**src/rtl/ysyx_25040111_upper_exu.sv**
```systemverilog
// U-type (lui/auipc) execute stage: computes the write-back value and static
// next PC, then buffers results in a small circular FIFO toward the WBU.
module ysyx_25040111_upper_exu #(
  parameter int unsigned BUF_DEPTH = 2
) (
  input  logic        clock,
  input  logic        reset,
  input  logic        flush,
  input  logic        in_valid,
  output logic        in_ready,
  input  logic        in_chos,
  input  logic [4:0]  in_rd,
  input  logic [31:0] in_imm,
  input  logic [31:0] in_pc,
  output logic        out_valid,
  input  logic        out_ready,
  output logic [4:0]  out_rd,
  output logic [31:0] out_wdata,
  output logic        out_wen,
  output logic [31:0] out_dnpc,
  output logic [15:0] retire_cnt
);

  localparam int unsigned PTR_W = (BUF_DEPTH > 2) ? $clog2(BUF_DEPTH) : 1;
  localparam int unsigned CNT_W = PTR_W + 1;
  localparam logic [CNT_W-1:0] DEPTH_C = CNT_W'(BUF_DEPTH);

  logic [4:0]       rd_q    [BUF_DEPTH];
  logic [31:0]      wdata_q [BUF_DEPTH];
  logic             wen_q   [BUF_DEPTH];
  logic [31:0]      dnpc_q  [BUF_DEPTH];
  logic [PTR_W-1:0] wptr;
  logic [PTR_W-1:0] rptr;
  logic [CNT_W-1:0] count;
  logic [15:0]      retire_q;

  logic        push;
  logic        pop;
  logic [31:0] new_wdata;
  logic [31:0] new_dnpc;
  logic        new_wen;

  // in_ready depends only on occupancy, so a full buffer refuses a push even
  // when the head is popped in the same cycle.
  always_comb begin
    in_ready  = (count < DEPTH_C) && !reset;
    out_valid = (count != '0);
    push      = in_valid && in_ready;
    pop       = out_valid && out_ready;
    new_wdata = in_chos ? in_imm : (in_pc + in_imm);
    new_dnpc  = in_pc + 32'd4;
    new_wen   = (in_rd != 5'd0);
  end

  always_comb begin
    out_rd    = '0;
    out_wdata = '0;
    out_wen   = 1'b0;
    out_dnpc  = '0;
    if (out_valid) begin
      out_rd    = rd_q[rptr];
      out_wdata = wdata_q[rptr];
      out_wen   = wen_q[rptr];
      out_dnpc  = dnpc_q[rptr];
    end
  end

  assign retire_cnt = retire_q;

  always_ff @(posedge clock) begin
    if (reset) begin
      wptr     <= '0;
      rptr     <= '0;
      count    <= '0;
      retire_q <= '0;
      for (int unsigned i = 0; i < BUF_DEPTH; i++) begin
        rd_q[i]    <= '0;
        wdata_q[i] <= '0;
        wen_q[i]   <= 1'b0;
        dnpc_q[i]  <= '0;
      end
    end else if (flush) begin
      // Flush wins over a same-cycle push/pop: nothing stored, nothing retired.
      wptr  <= '0;
      rptr  <= '0;
      count <= '0;
    end else begin
      if (push) begin
        rd_q[wptr]    <= in_rd;
        wdata_q[wptr] <= new_wdata;
        wen_q[wptr]   <= new_wen;
        dnpc_q[wptr]  <= new_dnpc;
        wptr          <= wptr + 1'b1;
      end
      if (pop) begin
        rptr     <= rptr + 1'b1;
        retire_q <= retire_q + 16'd1;
      end
      case ({push, pop})
        2'b10:   count <= count + 1'b1;
        2'b01:   count <= count - 1'b1;
        default: count <= count;
      endcase
    end
  end

endmodule

```
**config.mk**
```make
export PLATFORM = sky130hd
export DESIGN_NAME = ysyx_25040111_upper_exu
export DESIGN_NICKNAME = d
export VERILOG_FILES = /design/src/rtl/ysyx_25040111_upper_exu.sv
export SDC_FILE = /design/constraint.sdc
export NUM_CORES = 1
export LEC_CHECK = 0
export ABC_AREA = 1
export BUFFER_PORTS_ARGS = -buffer_cell sky130_fd_sc_hd__buf_2
export CORE_ASPECT_RATIO = 1.2
export CORE_MARGIN = 10
export CORE_UTILIZATION = 30
export CTS_BUF_LIST = sky130_fd_sc_hd__clkbuf_8 sky130_fd_sc_hd__clkbuf_16
export DETAILED_ROUTE_END_ITERATION = 10
export MAX_ROUTING_LAYER = met4
export PLACE_DENSITY = 0.55
export RECOVER_POWER = 50
export SYNTH_ARGS = -nofsm -noshare
export SYNTH_HDL_FRONTEND = slang
export SYNTH_SLANG_ARGS = --single-unit
```
**constraint.sdc**
```tcl
create_clock -name clock -period 4.3 [get_ports clock]
set_input_delay 0.86 -clock clock [delete_from_list [all_inputs] [get_ports clock]]
set_output_delay 0.86 -clock clock [all_outputs]
set_load 0.01 [all_outputs]
```
## Word-level counts from Yosys, hierarchy flattened

Memory sizes are Yosys's and may differ from the RTL's. A register that Yosys moved wholly into a read port is not among the register bits.
Index checks and enable logic that the tools add are counted.

- Bitwise gates (word level): 1
- Mux-type cells: 32
- Add/sub/neg operators: 7
- $lt $le $gt $ge: 1
- Reductions and logical operators: 13
- Equality and inequality tests: 2

Operators by type and width:

| kind | number |
|---|---|
| $mux 32 | 5 |
| $reduce_or 32->1 | 2 |
| $add 32x3->32 const B | 1 |
| $add 32x32->32 | 1 |
| $mux 1 | 24 |
| $add 16x1->16 const B | 1 |
| $mux 5 | 2 |
| $reduce_bool 5->1 | 1 |
| $reduce_or 5->1 | 1 |
| $pmux 2 s2 | 1 |
| $reduce_bool 2->1 | 2 |
| $logic_and 1x1->1 | 3 |
| $add 1x1->1 const B | 2 |
| $add 2x1->2 const B | 1 |
| $eq 2x1->1 const B | 1 |
| $eq 2x2->1 const B | 1 |
| $lt 2x2->1 const B | 1 |
| $reduce_and 2->1 | 1 |
| $reduce_or 2->1 | 1 |
| $sub 2x1->2 const B | 1 |
| $logic_not 1->1 | 1 |
| $not 1->1 | 1 |
| $reduce_or 1->1 | 1 |

- RAM bits: 140
- Output and inout port bits: 88
- Memories: 4
- Register bits: 20
- Input port bits: 75
- Logic and storage cells: 64

Memory list:

| name | depth | width | read ports | clocked after Yosys merged registers in | wr ports | RTL line | RTL |
|---|---|---|---|---|---|---|---|
| dnpc_q | 2 | 32 | 1 | 1 | 2 | 31 | `logic [31:0] dnpc_q [BUF_DEPTH];` |
| wdata_q | 2 | 32 | 1 | 1 | 2 | 29 | `logic [31:0] wdata_q [BUF_DEPTH];` |
| rd_q | 2 | 5 | 1 | 1 | 2 | 28 | `logic [4:0] rd_q [BUF_DEPTH];` |
| wen_q | 2 | 1 | 1 | 1 | 2 | 30 | `logic wen_q [BUF_DEPTH];` |

## Logic depth before layout (Yosys ltp)

Gate-level depths: netlist of the first run.

- Word-level depth: 9
- Mapped depth: 13
- Depth with buffers taken out: 13

## Worst setup path before layout of the first run

OpenSTA, ideal clock, no wires.

- Path type: input to register
- Start point: in reset
- End point: mem dnpc_q[1][0] (enable)
- Cell stages on the path: 6
- Library setup time: 430 ps
- Buffers on the path: 1
- Setup slack: 692 ps
- Required time: 3870 ps
- Data arrival time: 3178 ps
- Path through: nor2_1 > nand2_1 > inv_1 > nand3_1 > clkbuf_1 > nand2_1

RTL lines:

| item | RTL line | RTL |
|---|---|---|
| start, declared | 7 | `input logic reset,` |
| end, declared | 31 |  |

==> results of run 1 <==
-- synthesized netlist by cell type (all sizes together) (2+ instances only) --
cell / n
xnor2: 6
inv: 168
dfxtp: 21
nand2: 460
nand4: 13
nor2: 180
nand3: 65
clkbuf: 41
o21ai: 23
edfxtp: 140
o211a: 3
xor2: 20
or2: 23
nand3b: 2
mux2i: 2
and2: 2
a21oi: 153
nor3: 18
buf: 2
ha: 34
o21bai: 3
nor4: 4
-- cell usage in the layout (no fill, tap or decap), types with 3 or more instances in the layout --
| master | synthesis | final |
|---|---|---|
| a21oi_1 | 153 | 153 |
| nor4_2 | 3 | 3 |
| clkinvlp_4 | 0 | 3 |
| bufinv_16 | 0 | 4 |
| or2_2 | 19 | 19 |
| clkbuf_2 | 0 | 4 |
| ha_1 | 34 | 34 |
| edfxtp_1 | 140 | 140 |
| buf_4 | 0 | 5 |
| nor2_4 | 5 | 4 |
| o21ai_0 | 21 | 21 |
| or2_1 | 4 | 4 |
| inv_1 | 165 | 168 |
| nor3_1 | 16 | 16 |
| clkbuf_16 | 0 | 17 |
| dfxtp_1 | 21 | 20 |
| nand4_1 | 11 | 12 |
| o211a_1 | 3 | 3 |
| buf_2 | 1 | 145 |
| o21bai_1 | 3 | 3 |
| nor2_1 | 170 | 173 |
| xnor2_1 | 6 | 6 |
| nand3_1 | 63 | 63 |
| inv_6 | 0 | 3 |
| xor2_1 | 20 | 20 |
| nor2_2 | 4 | 3 |
| clkbuf_1 | 41 | 17 |
| nand2_1 | 457 | 457 |
-- cells by family after synthesis --
group           after synthesis
buf+inv                     211
compound gates              185
xor+xnor                     26
simple gates                770
mux                           2
fa+ha+maj                    35
flops                       161
-- power by group through the flow --
stage	sequential [mW]	combinational (mW)	clock, mW
floorplan	1.82	0.423	0
global placement	1.82	0.689	0
detailed placement	1.82	0.688	0
CTS	1.79	0.691	1.62
global route	1.80	0.761	1.68
finish	1.79	0.684	1.60
-- routing by layer --
layer | up-vias | share of wire [%] | routed length [um] | global-route usage, %
met5 | - | 0 | 0 | -
met4 | 0 | 2.5 | 893 | 5.56
met3 | 44 | 4.8 | 1720 | 2.53
met2 | 301 | 49 | 17500 | 28.0
met1 | 4527 | 44 | 15900 | 21.1
li1 | 4792 | - | - | -
-- area by class of cell --
class	count	share of cell area [%]
Timing Repair Buffer	172	7.12
Inverter	168	5.18
Multi-Input combinational cell	1018	40.0
Antenna cell	1	0.0205
Sequential cell	161	38.0
Tap cell	456	4.68
Clock inverter	15	1.57
Clock buffer	17	3.49
-- through the flow --
| stage | area (um^2) | utilization, % |
|---|---|---|
| 3_5_place_dp | 11700 | 34.4 |
| 6_report | 12200 | 35.8 |
| 3_3_place_gp | 11700 | 34.4 |
| 5_1_grt | 12200 | 35.8 |
| 4_1_cts | 12300 | 36.2 |
| 2_1_floorplan | 10300 | - |
-- state kept, by name, indices dropped and copies added, names as in the netlist, named ones only --
| register | flops |
|---|---|
| rd_q | 10 |
| wptr | 1 |
| wen_q | 2 |
| dnpc_q | 64 |
| wdata_q | 64 |
| count | 2 |
| retire_cnt | 16 |
| rptr | 1 |
-- worst paths after layout --
check	start	to	slack [ps]	depth (start not counted)
worst min-delay path	rptr$_SDFFE_PP0P_	flop	460	1
worst max register to register	count[1]$_SDFFE_PP0P_	dnpc_q[0][15]$_SDFFCE_PN0P_	1180	6
worst min register to register	rptr$_SDFFE_PP0P_	flop	460	1
worst max-delay path	reset	dnpc_q[0][15]$_SDFFCE_PN0P_	820	4
==> metrics.cfg, run 1 <==
[route]
first_pass_iters = 6
viasPerCell = 4.81
avgRoutedWirePerCell_um = 17.9
first_iter_violations = 713
antenna_left = 0
routed_wl_um = 36000
vias = 9664
drc = 0

[clock_network]
post-cts-setup-buffers = 0
clockBufferDepth = 2
ctsResizeCount = 0
cts_tree = built
clk-insertion-delay-late_ps = 420
root_buffer = clkbuf_16
cts_made_buffers = 17
htree_num_levels = 4
cts_hold_buf = 0
clk_pin_slew_ps = 60
clock-sinks = 161

[sta]
hold_viol = 0
fin_crit_sh_pct = 80.9
grt_setup_unrepaired = no
layout_setup_ws_ps = 822
clock_skew_ps = 9.85
clock.fmax_mhz = 287
fin_setup_tns_ps = 0
whs_ps = 461
slew_viol_final = 142
finalSetupViolations = 0
period_minus_slack_ps = 3480
worst_pin_slew_ps = 1700
slew_headroom_pct = -13.6

[yosys]
synth-compound-area-share_pct = 9.25
async_flop_share_pct = 0
yosysSeqAreaShare_pct = 44.8
yosys_warnings = 0
synthDistinctLibCells = 44
syn-instance-count = 1390
synthMuxAreaShare_pct = 0.194
synth_top_family_by_area = simple AND/OR/NAND/NOR gates
synthAdderAreaFrac_pct = 4.31
synth_xor_area_share_pct = 2.20
synth_edf_count = 140
synthTopCellsByArea = edfxtp_1, nand2_1, a21oi_1
ys_ff_latch = 161
synth_top_area_share_pct = 40.7
synth_flop_cell = edfxtp_1
yosys.area_share.simple_pct = 31.6
syn_area_um2 = 10300
syn_area_per_cell_um2 = 7.43
synth_top_cell_by_area = edfxtp_1
syn_nets = 1500

[outcome]
violations = max-capacitance violations, max-slew violations
status = finished, violations left

[worst_setup_path]
worst_path_max_delay_cell = clkbuf_2
critPathKind = input port to flop
critPathArrivalTime_ps = 3500
worst-path-buf-inv = 3
path_delay_family = buffers and inverters
cp-end-kind = flop
path_cells = clkbuf_1 > inv_1 > nand2_1 > clkbuf_2
required_ps = 4320
path_max_fanout = 51
start_kind = input port
max_stage_delay_ps = 1180

[power_and_ir_drop]
peakVddDrop_mv = 0.261
power_density_nw_per_um2 = 334
leakagePower_nw = 5.64
share_comb_of_total_power_pct = 16.8
p_sw_share_pct = 27.6
power.switching_mw = 1.12
pwr-share-clk_pct = 39.2
power_frac_seq_pct = 44.0
power_mw = 4.07
p_int_mw = 2.95

[global_route]
grt_max_degree = 71
grt_use_total_pct = 17.1
antenna_found_initial = 1
grt_pass1_wl_um = 54200
grt_pass1_vias = 9313
gr-total-overflow = 0

[placed_design]
dpl.hpwl_um = 27400
dp.cells = 1975
routabilityCongestion = 0.977
io_buffers = 162
pre_cts_ws_ps = 1200

[final_layout]
instances_no_fill = 2008
area.growth.synth_to_final_pct = 17.9
drive_gt1_share_pct = 14.6
multi_input_area_um2 = 4870
regArea_um2 = 4630
n_fill_cell = 3675
fin_nets = 1648

[die]
die_h_um = 223
pin_count = 163
die_area_um2 = 42300
initial_utilization_pct = 30.4
die_x_um = 189
num_rows = 74
core_area_um2 = 34000

[min_path]
hold_path.class = flop to flop

[job]
drv_cap = 2

(Power assumes the default switching activity.)
==> run 2, diff against run 1 <==
- clock period: 4.3 -> 3.32 ns (I/O delays scaled with it)
==> metrics.cfg, run 2 (synthesis gave the netlist of run 1 again) <==
[die]
num_rows = 74
die_x_um = 189
core_area_um2 = 34000
initial_utilization_pct = 30.4
die_h_um = 223
pin_count = 163
die_area_um2 = 42300

[worst_setup_path]
start_kind = input port
critPathArrivalTime_ps = 2990
r2r_end = wdata_q[0][2]$_SDFFCE_PN0P_
path_max_fanout = 28
critPathKind = input port to flop
rrSetupSlack_ps = 490
r2r_cells = 6
required_ps = 3400
r2r_start = count[1]$_SDFFE_PP0P_
cp-end-kind = flop

[sta]
fin_setup_tns_ps = 0
grt_setup_unrepaired = no
clock_skew_ps = 14.1
worst_pin_slew_ps = 1760
hold_viol = 0
whs_ps = 459
period_minus_slack_ps = 2910
fin_crit_sh_pct = 87.7
slew_headroom_pct = -17.3
slew_viol_final = 142
finalSetupViolations = 0
clock.fmax_mhz = 344

[min_path]
whs_path_depth = 1
hp-start = rptr$_SDFFE_PP0P_
hold_path.class = flop to flop

[clock_network]
clock-sinks = 161
cts_made_buffers = 17
post-cts-setup-buffers = 0
clk-insertion-delay-late_ps = 430
cts_tree = built
clockBufferDepth = 2
clk_pin_slew_ps = 70
ctsResizeCount = 0
root_buffer = clkbuf_16
cts_hold_buf = 0
htree_num_levels = 4

[final_layout]
fin_nets = 1650
drive_gt1_share_pct = 14.6
area.growth.synth_to_final_pct = 18.1
final_common_cell = nand2_1
final_cell_mix = nand2_1, nor2_1, inv_1, a21oi_1, buf_2
instances_no_fill = 2011
final_area_um2 = 12200

[route]
avgRoutedWirePerCell_um = 18.4
drc = 0
wl_met1_um = 16800
vias = 9597
route.met2.wl_um = 17500
antenna_left = 0
routed_wl_um = 36900
viasPerCell = 4.77
first_pass_iters = 5
dr.max_layer_used = met4
first_iter_violations = 698
wl_met3_um = 1440

[power_and_ir_drop]
power_density_nw_per_um2 = 425
leakagePower_nw = 5.63
power_mw = 5.19
peakVddDrop_mv = 0.211

[placed_design]
dpl-instance-area_um2 = 11700
io_buffers = 162
dp.cells = 1977
dpl.hpwl_um = 28100
routabilityCongestion = 0.975

[job]
drv_cap = 2

[global_route]
grt_pass1_vias = 9428
grt_use_total_pct = 17.6
grt_max_degree = 71
grt_pass1_wl_um = 55700
gr-total-overflow = 0
antenna_found_initial = 2

[outcome]
violations = max-capacitance violations, max-slew violations
status = finished, violations left

[run 2: changes by cell type in the layout (fill, tap and decap cells not counted), moves of 2 or more]
cell	before	now
clkinvlp_4	3	5
bufinv_16	4	2
buf_12	1	5
clkinv_4	0	2
[run 2: how the worst max path moves through the flow]
| stage | start | endpoint | slack, ps | cells past startpoint |
|---|---|---|---|---|
| 2_1_floorplan | reset | dnpc_q[1][0]$_SDFFCE_PN0P_ | 560 | 6 |
| 3_3_place_gp | in_pc[9] | wdata_q[1][18]$_SDFFCE_PN0P_ | 270 | 11 |
| 3_5_place_dp | in_pc[9] | wdata_q[0][18]$_SDFFCE_PN0P_ | 270 | 11 |
| 4_1_cts | flop | out_wdata[14] | 380 | 5 |
| 5_1_grt | reset | wdata_q[0][11]$_SDFFCE_PN0P_ | 190 | 7 |
| 6_report | reset | wdata_q[0][2]$_SDFFCE_PN0P_ | 410 | 7 |
[run 2: area by class of cell]
type	instances	area (um^2)
clock inverter	15	159
multi-input combinational	1018	4850
fill	3640	21800
inverter	168	631
antenna	2	5.00
sequential	161	4630
clock buffer	17	425
timing repair buffer	174	933
tap	456	571
[run 2: through the flow]
step | setup WS [ps] | utilization, %
CTS | 382 | 36.2
detailed placement | 267 | 34.5
global route | 190 | 35.9
global placement | 274 | 34.5
finish | 409 | 35.9
floorplan | 556 | -
[run 2: routing by layer]
layer | GRT usage [%] | vias up
li1 | - | 4799
met1 | 22.1 | 4492
met2 | 28.0 | 266
met3 | 2.36 | 40
met4 | 7.25 | 0
met5 | - | -
[run 2: critical path: stages]
cell and delay (ps):
clkbuf_1 180, nor2_1 210, nand2_1 150, inv_1 100, nand3_1 100, nand2_1 1030
clkbuf_2 540
[run 2: power by group]
group | switching, mW | leakage (nW) | internal (mW)
Sequential | 0.0242 | 1.63 | 2.29
Combinational | 0.625 | 3.73 | 0.275
Clock | 0.854 | 0.274 | 1.11
Total | 1.50 | 5.63 | 3.68
